[config.mk]
export PLATFORM = sky130hd
export DESIGN_NAME = sfq_toggle_decoder
export DESIGN_NICKNAME = d
export VERILOG_FILES = /design/src/rtl/sfq_toggle_decoder.sv
export SDC_FILE = /design/constraint.sdc
export NUM_CORES = 1
export LEC_CHECK = 0
export CORE_MARGIN = 2
export CORE_UTILIZATION = 40
export CTS_BUF_LIST = sky130_fd_sc_hd__clkbuf_4 sky130_fd_sc_hd__clkbuf_8
export CTS_CLUSTER_DIAMETER = 100
export DETAILED_ROUTE_END_ITERATION = 16
export PLACE_DENSITY = 0.72
export SYNTH_ARGS = -nofsm -noshare
export SYNTH_HDL_FRONTEND = slang
export SYNTH_SLANG_ARGS = --single-unit
[constraint.sdc]
create_clock -name clk -period 2.4 [get_ports clk]
set_input_delay 0.48 -clock clk [delete_from_list [all_inputs] [get_ports clk]]
set_output_delay 0.48 -clock clk [all_outputs]
set_load 0.05 [all_outputs]
[src/rtl/sfq_toggle_decoder.sv]
// rtl/sfq_toggle_decoder.sv - recovers bits from toggle-encoded SFQ clock/data streams, packs words, flags violations
module sfq_toggle_decoder #(
    parameter int SYNC_STAGES = 2,
    parameter int HOLD_CYC    = 3,
    parameter int WORD_W      = 8,
    parameter int CNT_W       = 16
) (
    input  logic              clk,
    input  logic              rst_n,
    input  logic              sfq_clk,
    input  logic              sfq_data,
    input  logic              clr_cnt,
    output logic              bit_valid,
    output logic              bit_data,
    output logic              word_valid,
    output logic [WORD_W-1:0] word_data,
    output logic              word_err,
    output logic              err_timing,
    output logic              err_double,
    output logic [CNT_W-1:0]  timing_cnt,
    output logic [CNT_W-1:0]  double_cnt,
    output logic [CNT_W-1:0]  bit_cnt
);

    localparam int TMR_W = (HOLD_CYC > 0) ? $clog2(HOLD_CYC + 1) : 1;
    localparam int IDX_W = (WORD_W > 1) ? $clog2(WORD_W) : 1;

    typedef enum logic [1:0] {S_INIT, S_EMPTY, S_FULL} state_t;

    logic [SYNC_STAGES-1:0] clk_sync, data_sync;
    logic                   clk_prev, data_prev;
    logic                   clk_ev, data_ev;

    state_t           state, state_nxt;
    logic [TMR_W-1:0] timer, timer_nxt, timer_eff;
    logic             emit, emit_val, terr, derr;

    logic [IDX_W-1:0]  idx;
    logic [WORD_W-1:0] shadow, shadow_nxt;
    logic              err_acc, word_last;

    // Each toggle on either wire is one pulse; history flop turns edges into 1-cycle events
    always_ff @(posedge clk or negedge rst_n) begin
        if (!rst_n) begin
            clk_sync  <= '0;
            data_sync <= '0;
            clk_prev  <= 1'b0;
            data_prev <= 1'b0;
        end else begin
            clk_sync  <= {clk_sync[SYNC_STAGES-2:0], sfq_clk};
            data_sync <= {data_sync[SYNC_STAGES-2:0], sfq_data};
            clk_prev  <= clk_sync[SYNC_STAGES-1];
            data_prev <= data_sync[SYNC_STAGES-1];
        end
    end

    assign clk_ev  = clk_sync[SYNC_STAGES-1] ^ clk_prev;
    assign data_ev = data_sync[SYNC_STAGES-1] ^ data_prev;

    always_ff @(posedge clk or negedge rst_n) begin
        if (!rst_n) begin
            state <= S_INIT;
            timer <= '0;
        end else begin
            state <= state_nxt;
            timer <= timer_nxt;
        end
    end

    // Clock event is resolved first so a coincident data pulse lands in the new period
    always_comb begin
        state_nxt = state;
        timer_eff = timer;
        timer_nxt = (timer != '0) ? timer - 1'b1 : timer;
        emit      = 1'b0;
        emit_val  = 1'b0;
        terr      = 1'b0;
        derr      = 1'b0;
        if (clk_ev) begin
            emit      = (state != S_INIT);
            emit_val  = (state == S_FULL);
            state_nxt = S_EMPTY;
            timer_eff = TMR_W'(HOLD_CYC);
            timer_nxt = TMR_W'(HOLD_CYC);
        end
        if (data_ev) begin
            case (state_nxt)
                S_EMPTY: begin
                    state_nxt = S_FULL;
                    terr      = (timer_eff != '0);
                end
                S_FULL: begin
                    derr = 1'b1;
                    terr = (timer_eff != '0);
                end
                default: ;
            endcase
        end
    end

    assign word_last = (idx == IDX_W'(WORD_W - 1));

    always_comb begin
        shadow_nxt      = shadow;
        shadow_nxt[idx] = emit_val;
    end

    always_ff @(posedge clk or negedge rst_n) begin
        if (!rst_n) begin
            bit_valid  <= 1'b0;
            bit_data   <= 1'b0;
            err_timing <= 1'b0;
            err_double <= 1'b0;
            word_valid <= 1'b0;
            word_data  <= '0;
            word_err   <= 1'b0;
            idx        <= '0;
            shadow     <= '0;
            err_acc    <= 1'b0;
        end else begin
            bit_valid  <= emit;
            bit_data   <= emit_val;
            err_timing <= terr;
            err_double <= derr;
            word_valid <= 1'b0;
            word_err   <= 1'b0;
            // Errors strobing alongside word_valid belong to the following word
            if (emit && word_last) begin
                err_acc <= terr | derr;
            end else begin
                err_acc <= err_acc | terr | derr;
            end
            if (emit) begin
                shadow <= shadow_nxt;
                if (word_last) begin
                    idx        <= '0;
                    word_data  <= shadow_nxt;
                    word_valid <= 1'b1;
                    word_err   <= err_acc;
                end else begin
                    idx <= idx + 1'b1;
                end
            end
        end
    end

    always_ff @(posedge clk or negedge rst_n) begin
        if (!rst_n) begin
            timing_cnt <= '0;
            double_cnt <= '0;
            bit_cnt    <= '0;
        end else if (clr_cnt) begin
            timing_cnt <= '0;
            double_cnt <= '0;
            bit_cnt    <= '0;
        end else begin
            if (terr && (timing_cnt != '1)) timing_cnt <= timing_cnt + 1'b1;
            if (derr && (double_cnt != '1)) double_cnt <= double_cnt + 1'b1;
            if (emit && (bit_cnt != '1))    bit_cnt    <= bit_cnt + 1'b1;
        end
    end

endmodule

# Word-level counts from Yosys, hierarchy flattened
# Cells that the tools add are included.
# W data, S select, Z words.
totals:
  mem_count: 0
  word_cells: 79
  ram_bits: 0
  out_inout_bits: 62
  romBits: 0
  inputBits: 5
  reg_bits: 84
  latch_bits: 0
classes:
  n_shift: 0
  muxes: 27
  multipliers: 0
  n_bitwise: 5
  div: 0
  eq_ne: 7
  reduce_logical: 14
  n_lt_le_gt_ge: 2
  addsub: 5
op_table:
  columns: ["op", "count"]
  rows:
  - ["$mux W16", 6]
  - ["$add A16 B1 Y16 const B", 3]
  - ["$ne A16 B16 Y1 const B", 3]
  - ["$reduce_bool A2 Y1", 7]
  - ["$mux W1", 12]
  - ["$mux W2", 6]
  - ["$bwmux W8", 1]
  - ["$logic_and A1 B1 Y1", 5]
  - ["$eq A2 B2 Y1 const B", 2]
  - ["$lt A3 B4 Y1 const B", 1]
  - ["$add A3 B1 Y3 const B", 1]
  - ["$demux W1 S3", 1]
  - ["$eq A3 B3 Y1 const B", 1]
  - ["$ge A3 B1 Y1 const B", 1]
  - ["$mux W3", 1]
  - ["$or A1 B1 Y1", 3]
  - ["$eq A2 B1 Y1 const B", 1]
  - ["$reduce_and A2 Y1", 1]
  - ["$reduce_or A2 Y1", 1]
  - ["$sub A2 B1 Y2 const B", 1]
  - ["$xor A1 B1 Y1", 2]

# Longest topological paths before layout
logic_depth:
  word_depth: 9
  depth_mapped: 9
  ltp_nobuf: 8

# Worst setup path after synthesis
# Ideal clock, no wire load.
synth_timing:
  path_kind: "register to register"
  start: "register timing_cnt[0]"
  end: "register timing_cnt[9]"
  arrival_ps: 2007
  required_time_ps: 2268
  path_stages_with_launch: 8
  synth_period_minus_slack_ps: 2138
  path_slack_ps: 262
  n_path_buf: 1
  setup_ps: 132
  path_cell_list: "dfrtp_1 -> ha_1 -> and4_1 -> and4bb_2 -> buf_2 -> nor4_1 -> xnor2_1 -> nor2_1"
synth_between:
  elab_chain_len: 3
  elab_cells_between_ends: 6
  cone_classes: "1 x add/sub; 1 x eq/ne; 2 x mux; 2 x reduce/logical"
synth_rtl:
  columns: ["element", "line", "text"]
  rows:
  - ["start: declaration", "20", "output logic [CNT_W-1:0] timing_cnt,"]
  - ["start signal: assignment", "157", "if (terr && (timing_cnt != '1)) timing_cnt <= timing_cnt + 1'b1;"]
  - ["$add A16 B1 Y16 / $ne A16 B16 Y1 (equally long branches)", "157", null]
  - ["$mux W16 / $logic_and A1 B1 Y1 (equally long branches)", "157", null]
  - ["$mux W16 / $reduce_bool A2 Y1 (equally long branches)", null, null]
# Parallel ways exist; a longest one is shown, timed or not. The select of a mux whose other input is x is not followed.
# A chain may end at the register's enable or synchronous reset.

# Final worst setup path
layout_timing:
  start: "register clk_sync[1]"
  end: "register timing_cnt[14]"
layout_between:
  elab_chain_len: 8
  elab_cells_between_ends: 11
  cone_classes: "2 x eq/ne; 4 x mux; 1 x bitwise; 4 x reduce/logical"
layout_rtl:
  columns: ["element", "line", "text"]
  rows:
  - ["start: declaration", "30", "logic [SYNC_STAGES-1:0] clk_sync, data_sync;"]
  - ["start signal: assignment", "50", "clk_sync <= {clk_sync[SYNC_STAGES-2:0], sfq_clk};"]
  - ["$xor A1 B1 Y1 *", "57", "assign clk_ev = clk_sync[SYNC_STAGES-1] ^ clk_prev;"]
  - ["$mux W2", "79", "if (clk_ev) begin"]
  - ["$eq A2 B2 Y1 / $eq A2 B1 Y1 (equally long branches)", "87", "case (state_nxt)"]
  - ["$reduce_or A2 Y1 (no source line)", null, null]
  - ["$mux W1 *", null, null]
  - ["$mux W1 *", "86", "if (data_ev) begin"]
  - ["$logic_and A1 B1 Y1 *", "157", null]
  - ["$reduce_bool A2 Y1 (no source line) *", null, null]
# Mark *: on every way between the ends. The rest lies on a longest branch, timed or not.

==> run_results.csv <==
group,metric,value,unit
setup_path,worst-path-stages,8,
synth,synth_warnings,0,
clock_tree,clk_latency,0.35,ns
synth,syn_area,4120,um2
setup_path,crit_fanout,18,
routing,vias,3210,
sta,max_freq,0.450,GHz
floorplanning,io_pins,67,
sta,setup_tns,0,ns
global_route,grt_pass1_wl,14500,um
finish,finalNonFillerCells,630,
global_route,track_usage,16.3,%
placed_design,port_buffers,66,
job,maxCapViolCount,0,
status,status,"complete, no violations",
worst_hold_path,hold_class,"input pin to async pin",
setup_path,cp.arrival,2.46,ns
setup_path,cp_cell_sequence,"xnor2_1, and2_1, ha_1, inv_1, o311ai_4, nor4_2, xnor2_1, nor2_1",
routing,routedWlPerCell,13.7,um
finish,fin_util,50.8,%
placed_design,routabilityCongestion,0.866,
synth,synth_area_per_cell,9.85,um2
global_route,grt_max_degree,34,
pwr,powerDensity,712,nW/um2
sta,period_minus_slack,2.22,ns
global_route,grt_pass1_vias,3083,
sta,tightest_slew,0.847,ns
setup_path,cp_common_cell,"xnor2_1",
setup_path,slowest_stage,"nor4_2",
floorplanning,core.rowCount,37,
routing,drc_errors,0,
sta,rsz0062_at_grt,"no",
setup_path,crit_required,2.64,ns
setup_path,critPathTopFamily,"simple AND/OR/NAND/NOR gates",
setup_path,cp_num_buf_inv,1,
pwr,ir_drop,0.454,mV
finish,area_growth,25.2,%
sta,worst_slew_margin_rel,43.4,%
global_route,grt.overflow.total,0,
finish,diodes,0,
floorplanning,dieArea,11100,um2
floorplanning,die_height,105,um
finish,n_fill_cell,937,
setup_path,crit_path_end_kind,"flip-flop",
clock_tree,path_clk_slew,0.09,ns
sta,fin_crit_sh,92.5,%
finish,mostFrequentLayoutCells,"dfrtp_1, clkdlybuf4s50_1, nor2_1",
routing,totalWireLength,8600,um
clock_tree,cts_made_buffers,9,
synth,synthArstFlopShare,100,%
finish,drive_gt1_share,9.51,%
setup_path,crit_path_start_kind,"flip-flop",
synth,synth_ff_type,"dfrtp_1",
sta,hold_viol,0,
clock_tree,cts_tree,"yes",
synth,yosysUniqueCellTypes,51,
placed_design,detailed_place_hpwl,6050,um
setup_path,rr_worst_depth,8,
setup_path,cpPeakStageDelay,0.44,ns
synth,ys_seq_area_share,51.1,%
synth,synth.net_count,432,
sta,clock_skew,0.0122,ns
routing,drt_iter0_markers,97,
synth,synth_edf_count,0,
sta,drv_slew,0,
sta,final.setup.worst_slack,0.179,ns
clock_tree,cts_root_buf,"clkbuf_8",
clock_tree,clockBufferDepth,2,
placed_design,dpl.cell_count,614,
placed_design,pre_cts_slack,0.198,ns
sta,setup_violations,0,
floorplanning,fp.dieW,105,um
synth,synth_cells,418,
synth,ys_ff_latch,84,
clock_tree,htree_levels,3,
routing,ant_nets,0,
pwr,power,3.67,mW
finish,finalNetCount,503,
clock_tree,clkSinkCount,84,
setup_path,critical_path_class,"flip-flop to flip-flop",
pwr,leakagePower,2.09,nW
routing,firstDrtPassIters,4,
routing,drt-vias-per-instance,5.10,
finish,final_common_cell,"dfrtp_1",
clock_tree,post_cts_buffers,0,
floorplanning,start_util,40.6,%
floorplanning,coreArea,10100,um2
global_route,antenna_found_initial,0,
[cell usage after synthesis (3+ instances only)]
| library cell | count | area (um2) |
|---|---|---|
| ha_1 | 9 | 113 |
| nand3b_1 | 4 | 30.0 |
| and3_1 | 10 | 62.6 |
| a21oi_1 | 18 | 90.1 |
| dfrtp_1 | 84 | 2100 |
| and2_1 | 3 | 18.8 |
| o21ai_0 | 28 | 140 |
| xnor2_1 | 31 | 272 |
| clkbuf_1 | 11 | 41.3 |
| and4_1 | 6 | 52.6 |
| nand4_1 | 7 | 43.8 |
| nor3_1 | 14 | 70.1 |
| inv_1 | 12 | 45.0 |
| nor2_1 | 56 | 210 |
| nand2_1 | 44 | 165 |
| nor4_1 | 12 | 75.1 |
| nand3_1 | 17 | 85.1 |
| xor2_1 | 5 | 43.8 |
| nor3_2 | 5 | 50.1 |
[logic make-up (layout without fill, tap and decap cells)]
logic type                 count (synthesis)  in the layout  synth area share, %
AOI/OAI and AO/OA                         61             61                 9.00
xor gates and xnor gates                  37             37                 8.33
adders and majority gates                  9              9                 2.74
buffers and inverters                     27            103                 2.89
DFF                                       84             84                 51.1
muxes                                      2              2                0.517
and+or+nand+nor                          198            198                 25.5
[stage by stage]
stage | area [um2] | hold WS (ns)
floorplan | 4120 | 0.184
global placement | 4950 | 0.335
detailed placement | 4950 | 0.339
CTS | 5150 | 0.0761
global route | 5150 | 0.0933
finish | 5150 | 0.0586
[cell type report]
type,count,area (um2),share of cell area (%)
clock buffers,12,146,2.84
flip-flops and latches,84,2100,40.8
repair buffers,75,738,14.3
clock inverters,4,50.0,0.971
well taps,136,170,3.30
inverters,12,45.0,0.874
multi-input cells,307,1900,36.9
[flip-flops by register name, indices dropped and copies added, names as in the netlist, 2 cells and up]
register    flops
bit_cnt        16
clk_sync        2
data_sync       2
double_cnt     16
idx             3
shadow          8
state           2
timer           2
timing_cnt     16
word_data       8
[power breakdown]
group	switching, mW	internal (mW)
Sequential	0.161	1.59
Combinational	0.586	0.320
Clock	0.500	0.515
[path summary, 6_finish.rpt]
check,start,end,slack (ns)
worst max-delay path,clk_sync[1],timing_cnt[14],0.18
worst min-delay path,rst_n,timing_cnt[6],0.06
worst max register to register,clk_sync[1],timing_cnt[14],0.18
worst min register to register,data_sync[0],data_sync[1],0.36
max in group asynchronous,rst_n,data_prev,1.69
min in group clk,data_sync[0],data_sync[1],0.36
[what timing repair did]
action / 4_1_cts / 5_1_grt
endpoints found under the setup margin: 0 / 1
endpoints found under the hold margin: 0 / 0
gates resized for setup: 0 / 1
hold buffers: 0 / 0
[layer usage]
metal	routed length (um)	GRT usage (%)	part of all wire [%]
met5	0	0	0
met2	4270	27.0	50
met4	162	6.86	1.9
met1	3870	21.1	45
met3	293	2.72	3.4
No activity file was read; power rests on OpenSTA's default activity.
